`src/rtl/eth_status_pkg.sv`:
```
// Shared constants and types for the Ethernet status poller and its reply parsers.
// Request words carry "GET" in the top bits, then the channel number, then zero padding.
package eth_status_pkg;

  localparam logic [23:0] ASCII_GET = 24'h474554;
  localparam logic [15:0] ASCII_ON  = 16'h4F4E;
  localparam logic [23:0] ASCII_OFF = 24'h4F4646;

  localparam int REQ_CMD_W = 24;
  localparam int REQ_CH_W  = 8;

  typedef logic [1:0] state_t;
  localparam state_t ST_IDLE = 2'd0;
  localparam state_t ST_SEND = 2'd1;
  localparam state_t ST_WAIT = 2'd2;

  // A counter that only ever holds 0 still needs one bit.
  function automatic int cnt_w(input int bound);
    return (bound > 1) ? $clog2(bound) : 1;
  endfunction

endpackage

```
`src/rtl/eth_resp_decode.sv`:
```
// Classifies a right-justified ASCII reply word as ON, OFF or malformed.
// The whole word is compared, so any stray upper bits make a reply malformed.
module eth_resp_decode
  import eth_status_pkg::*;
#(
  parameter int DATA_W = 48
) (
  input  logic [DATA_W-1:0] data_i,
  output logic              is_on_o,
  output logic              is_off_o,
  output logic              malformed_o
);

  assign is_on_o     = (data_i == {{(DATA_W-16){1'b0}}, ASCII_ON});
  assign is_off_o    = (data_i == {{(DATA_W-24){1'b0}}, ASCII_OFF});
  assign malformed_o = ~(is_on_o | is_off_o);

endmodule

```
`src/rtl/eth_status_poller.sv`:
```
// Periodically sends a GET request to each channel, waits for an ON/OFF reply,
// and records per-channel status, retrying on timeouts and flagging exhausted channels.
module eth_status_poller
  import eth_status_pkg::*;
#(
  parameter int DATA_W      = 48,
  parameter int NUM_CH      = 4,
  parameter int POLL_PERIOD = 100,
  parameter int TIMEOUT     = 64,
  parameter int MAX_RETRY   = 2
) (
  input  logic              clk,
  input  logic              rst_n,
  input  logic              enable,
  input  logic [DATA_W-1:0] eth_rx_data,
  input  logic              eth_rx_valid,
  output logic              eth_rx_ready,
  output logic [DATA_W-1:0] eth_tx_data,
  output logic              eth_tx_valid,
  input  logic              eth_tx_ready,
  output logic [NUM_CH-1:0] status,
  output logic [NUM_CH-1:0] err,
  output logic              status_valid
);

  localparam int PW = cnt_w(POLL_PERIOD);
  localparam int TW = cnt_w(TIMEOUT);
  localparam int RW = cnt_w(MAX_RETRY + 1);
  localparam int CW = cnt_w(NUM_CH);

  state_t            state_q, state_d;
  logic [PW-1:0]     pcnt_q, pcnt_d;
  logic [TW-1:0]     tcnt_q, tcnt_d;
  logic [RW-1:0]     retry_q, retry_d;
  logic [CW-1:0]     ch_q, ch_d;
  logic [NUM_CH-1:0] status_q, status_d;
  logic [NUM_CH-1:0] err_q, err_d;
  logic              sv_q, sv_d;

  logic is_on, is_off, malformed;
  logic good, fail, ch_done;

  eth_resp_decode #(.DATA_W(DATA_W)) u_decode (
    .data_i      (eth_rx_data),
    .is_on_o     (is_on),
    .is_off_o    (is_off),
    .malformed_o (malformed)
  );

  // A valid reply on the terminal timeout cycle takes priority over the timeout.
  assign good = (state_q == ST_WAIT) & eth_rx_valid & (is_on | is_off);
  assign fail = (state_q == ST_WAIT) &
                ((eth_rx_valid & malformed) |
                 (~eth_rx_valid & (tcnt_q == TW'(TIMEOUT - 1))));

  always_comb begin
    // NOTE: every signal gets a default first so no path through the case leaves one unassigned (no latch).
    state_d  = state_q;
    pcnt_d   = pcnt_q;
    tcnt_d   = tcnt_q;
    retry_d  = retry_q;
    ch_d     = ch_q;
    status_d = status_q;
    err_d    = err_q;
    sv_d     = 1'b0;
    ch_done  = 1'b0;

    case (state_q)
      ST_IDLE: begin
        if (!enable) begin
          pcnt_d = '0;
        end else if (pcnt_q == PW'(POLL_PERIOD - 1)) begin
          pcnt_d  = '0;
          ch_d    = '0;
          retry_d = '0;
          state_d = ST_SEND;
        end else begin
          pcnt_d = pcnt_q + 1'b1;
        end
      end
      ST_SEND: begin
        if (eth_tx_ready) begin
          tcnt_d  = '0;
          state_d = ST_WAIT;
        end
      end
      ST_WAIT: begin
        if (good) begin
          status_d[ch_q] = is_on;
          err_d[ch_q]    = 1'b0;
          ch_done        = 1'b1;
        end else if (fail) begin
          if (retry_q < RW'(MAX_RETRY)) begin
            retry_d = retry_q + 1'b1;
            state_d = ST_SEND;
          end else begin
            err_d[ch_q] = 1'b1;
            ch_done     = 1'b1;
          end
        end else begin
          tcnt_d = tcnt_q + 1'b1;
        end
      end
      default: state_d = ST_IDLE;
    endcase

    if (ch_done) begin
      if (ch_q != CW'(NUM_CH - 1)) begin
        ch_d    = ch_q + 1'b1;
        retry_d = '0;
        state_d = ST_SEND;
      end else begin
        sv_d    = 1'b1;
        state_d = ST_IDLE;
      end
    end
  end

  // NOTE: state registers use non-blocking assignments so all of them update together at the edge.
  always_ff @(posedge clk or negedge rst_n) begin
    if (!rst_n) begin
      state_q  <= ST_IDLE;
      pcnt_q   <= '0;
      tcnt_q   <= '0;
      retry_q  <= '0;
      ch_q     <= '0;
      status_q <= '0;
      err_q    <= '0;
      sv_q     <= 1'b0;
    end else begin
      state_q  <= state_d;
      pcnt_q   <= pcnt_d;
      tcnt_q   <= tcnt_d;
      retry_q  <= retry_d;
      ch_q     <= ch_d;
      status_q <= status_d;
      err_q    <= err_d;
      sv_q     <= sv_d;
    end
  end

  // Request data is decoded from registered state, so it holds steady through any stall.
  assign eth_tx_valid = (state_q == ST_SEND);
  assign eth_tx_data  = eth_tx_valid ?
                        {ASCII_GET, REQ_CH_W'(ch_q), {(DATA_W-REQ_CMD_W-REQ_CH_W){1'b0}}} :
                        '0;
  assign eth_rx_ready = (state_q == ST_WAIT);
  assign status       = status_q;
  assign err          = err_q;
  assign status_valid = sv_q;

endmodule

```
`config.mk`:
```
export PLATFORM = sky130hd
export DESIGN_NAME = eth_status_poller
export DESIGN_NICKNAME = d
export VERILOG_FILES = /design/src/rtl/eth_status_pkg.sv /design/src/rtl/eth_resp_decode.sv /design/src/rtl/eth_status_poller.sv
export SDC_FILE = /design/constraint.sdc
export NUM_CORES = 1
export LEC_CHECK = 0
export ABC_AREA = 1
export CELL_PAD_IN_SITES_DETAIL_PLACEMENT = 1
export CELL_PAD_IN_SITES_GLOBAL_PLACEMENT = 1
export CORE_UTILIZATION = 27
export CTS_CLUSTER_DIAMETER = 150
export CTS_CLUSTER_SIZE = 14
export DETAILED_ROUTE_END_ITERATION = 8
export PLACE_DENSITY = 0.83
export SYNTH_ARGS = -nofsm -noshare
export SYNTH_HDL_FRONTEND = slang
export SYNTH_SLANG_ARGS = --single-unit
export TNS_END_PERCENT = 50
```
`constraint.sdc`:
```
create_clock -name clk -period 2 [get_ports clk]
set_clock_uncertainty 0.2 [all_clocks]
set_input_delay 0.4 -clock clk [delete_from_list [all_inputs] [get_ports clk]]
set_output_delay 0.4 -clock clk [all_outputs]
set_load 0.05 [all_outputs]
```
==> results.sh <==
export IMPL_status="finished, final reports clean"
export IMPL_drc=0
export IMPL_yosysUniqueCellTypes=28
export IMPL_finalNonFillerCells=501
export IMPL_htreeDepth=1
export IMPL_layout_nets=461
export IMPL_crit_arrival_ns=1.94
export IMPL_vdd_ir_drop_max_mv=0.602
export IMPL_power_density_nw_per_um2=1040
export IMPL_crit_path_max_fanout=5
export IMPL_max_freq_ghz=0.505
export IMPL_clkLatencyLatePin_ns=0.28
export IMPL_cts_hold_buf=0
export IMPL_fin_crit_sh_pct=98.9
export IMPL_path_cells="clkdlybuf4s50_1, inv_1, nand2_2, nor2_4, nand3_2, a21oi_4, nand3_4, nand2_8, nand2_8, nand3_2, nand2_1"
export IMPL_dr_pass1_iters=4
export IMPL_grt_max_degree=29
export IMPL_avgSynthCellArea_sq_um=7.11
export IMPL_cp_required_ns=1.97
export IMPL_ys_seq_elements=28
export IMPL_syn_to_final_growth_pct=55.8
export IMPL_reg2reg_from="tcnt_q[1]$_DFFE_PN0P_"
export IMPL_maxCapViolations=0
export IMPL_synth_simple_area_share_pct=32.7
export IMPL_multi_input_comb_area_sq_um=1270
export IMPL_hp_class="primary input to asynchronous set/reset pin"
export IMPL_antennaDiodeCount=0
export IMPL_worstSetupPathType="primary input to flip-flop"
export IMPL_synth_mux_area_share_pct=0
export IMPL_min_period_ns=1.98
export IMPL_root_buffer="clkbuf_8"
export IMPL_grt_overflow_total=0
export IMPL_register_area_sq_um=703
export IMPL_cts_reportedPaths_clkPinSlew_ns=0.10
export IMPL_reg2regPathDepth=10
export IMPL_report_power_total_mw=3.53
export IMPL_start_util_pct=28.2
export IMPL_clkSinkCount=28
export IMPL_synthXorXnorAreaFrac_pct=1.60
export IMPL_antenna_left=0
export IMPL_dieArea_sq_um=8470
export IMPL_globalplace_congestion=0.775
export IMPL_fp_dieH_um=92.1
export IMPL_start_kind="primary input"
export IMPL_slew_viol_final=0
export IMPL_p_leak_nw=1.78
export IMPL_vias_per_cell=4.38
export IMPL_grt_pass1_vias=2283
export IMPL_yosys_warnings=0
export IMPL_io_pins=112
export IMPL_drt_iter0_drc=79
export IMPL_ys_seq_area_share_pct=32.0
export IMPL_worst_setup_path_end_kind="flip-flop"
export IMPL_hold_violations=0
export IMPL_core_area_sq_um=7770
export IMPL_fillerInstances=953
export IMPL_r2r_end="state_q[0]$_DFFE_PN0P_"
export IMPL_routedWlPerCell_um=12.7
export IMPL_synth_adder_area_share_pct=4.00
export IMPL_grt_pass1_wl_um=9850
export IMPL_syn_area_sq_um=2190
export IMPL_dpl_hpwl_um=4810
export IMPL_drive_above_1_share_pct=25.1
export IMPL_grt_setup_unrepaired="yes"
export IMPL_die_w_um=92.1
export IMPL_cts_tree="built"
export IMPL_synth_compound_area_share_pct=6.46
export IMPL_grt_usage_pct=14.1
export IMPL_synthCells=308
export IMPL_cpMaxStageDelayCell="clkdlybuf4s50_1"
export IMPL_vias=2192
export IMPL_numPortBuffers=75
export IMPL_antenna_found_initial=0
export IMPL_cts_inserted_buffers=3
export IMPL_clock_path_buffers=2
export IMPL_final_common_cell="nand2_1"
export IMPL_rows=32
export IMPL_finalSetupViolations=0
export IMPL_synth_top_family_by_area="simple AND/OR/NAND/NOR gates"
export IMPL_r2r_setup_slack_ns=0.13
export IMPL_wl_um=6380
export IMPL_mostFrequentLayoutCells="nand2_1 (55), conb_1 (36), inv_1 (34), nor2_1 (34), clkdlybuf4s50_1 (34)"
export IMPL_dp_cells=494
export IMPL_critPathMaxStageDelay_ns=0.42
==> cells by family (layout without fill, tap and decap cells) <==
kind of cell / after synthesis / in the layout
and+or+nand+nor: 154 / 154
buffers and inverters: 88 / 144
DFF: 28 / 28
AOI/OAI and AO/OA: 26 / 26
adders and majority gates: 7 / 7
xor gates and xnor gates: 4 / 4
other: 1 / 36
==> what timing repair did <==
item,CTS,global route
pin swaps,0,30
setup endpoints to repair,3,23
buffers inserted,0,4
gates resized for setup,2,56
cloned,0,0
==> through the flow <==
step / setup TNS (ns) / hold WS, ns / setup slack [ns] / util (%) / cell area (sq um)
global route: -0.364 / 0.324 / -0.0475 / 43.9 / 3410
detailed placement: -3.56 / 0.293 / -0.312 / 40.5 / 3140
global placement: -2.97 / 0.275 / -0.291 / 40.5 / 3140
CTS: 0 / 0.317 / 0.0279 / 41.1 / 3190
floorplan: -0.191 / -0.0956 / -0.0954 / - / 2330
finish: 0 / 0.298 / 0.0217 / 43.9 / 3410
==> critical path, delay by kind of cell <==
kind                   cells  cell delay [ns]
buffers and inverters      2             0.52
AOI/OAI and AO/OA          1             0.19
and+or+nand+nor            8             0.83
==> routing by layer <==
layer  GRT usage, %  vias up  routed length [um]
met2           27.1       75                3500
met5              0        -                   0
met1           16.6     1043                2600
met4           2.08        0                  54
met3           1.91        6                 231
li1               -     1068                   -
==> layout make-up <==
type                            instances  share of cell area (%)
Clock buffer                            3                    1.21
Inverter                               42                    4.77
Multi-Input combinational cell        227                    37.1
Sequential cell                        28                    20.6
Tap cell                              102                    3.74
Timing Repair Buffer                   99                    32.5
==> report_power, final <==
part	switching [mW]	internal [mW]	leakage, nW	total (mW)
clock network	0.184	0.136	0.0216	0.319
registers	0.147	0.693	0.377	0.840
logic	1.40	0.973	1.38	2.37
total	1.73	1.80	1.78	3.53
==> worst max-delay path by stage <==
stage	startpoint	to	slack, ns	depth (start not counted)
after floorplan	state_q[0]$_DFFE_PN0P_	eth_tx_data[16]	-0.1	4
after CTS	eth_rx_data[22]	state_q[0]$_DFFE_PN0P_	0.03	12
after detailed placement	eth_rx_data[14]	flip-flop	-0.31	10
after global routing	eth_rx_data[10]	state_q[0]$_DFFE_PN0P_	-0.05	10
final	eth_rx_data[21]	state_q[0]$_DFFE_PN0P_	0.02	11
after global placement	eth_rx_data[14]	flip-flop	-0.29	10
==> Yosys cell counts <==
master	count	area (sq um)
nor2_2	4	25.0
nand2_1	66	248
nor3_2	1	10.0
a21oi_1	5	25.0
nor2_4	5	56.3
buf_4	46	345
o31ai_1	1	7.51
ha_1	7	87.6
o21ai_1	6	30.0
nand4_1	5	31.3
and3_1	2	12.5
nand3_2	1	10.0
nand2_2	4	25.0
nand2_4	1	11.3
o22ai_1	4	25.0
nor3_1	6	30.0
dfrtp_1	28	701
nand3_1	17	85.1
inv_4	1	6.26
o21ai_0	9	45.0
inv_2	5	18.8
conb_1	1	3.75
inv_1	36	135
nand3_4	1	17.5
a21oi_2	1	8.76
xnor2_1	2	17.5
nor2_1	41	154
xor2_1	2	17.5
(Power assumes the default switching activity.)
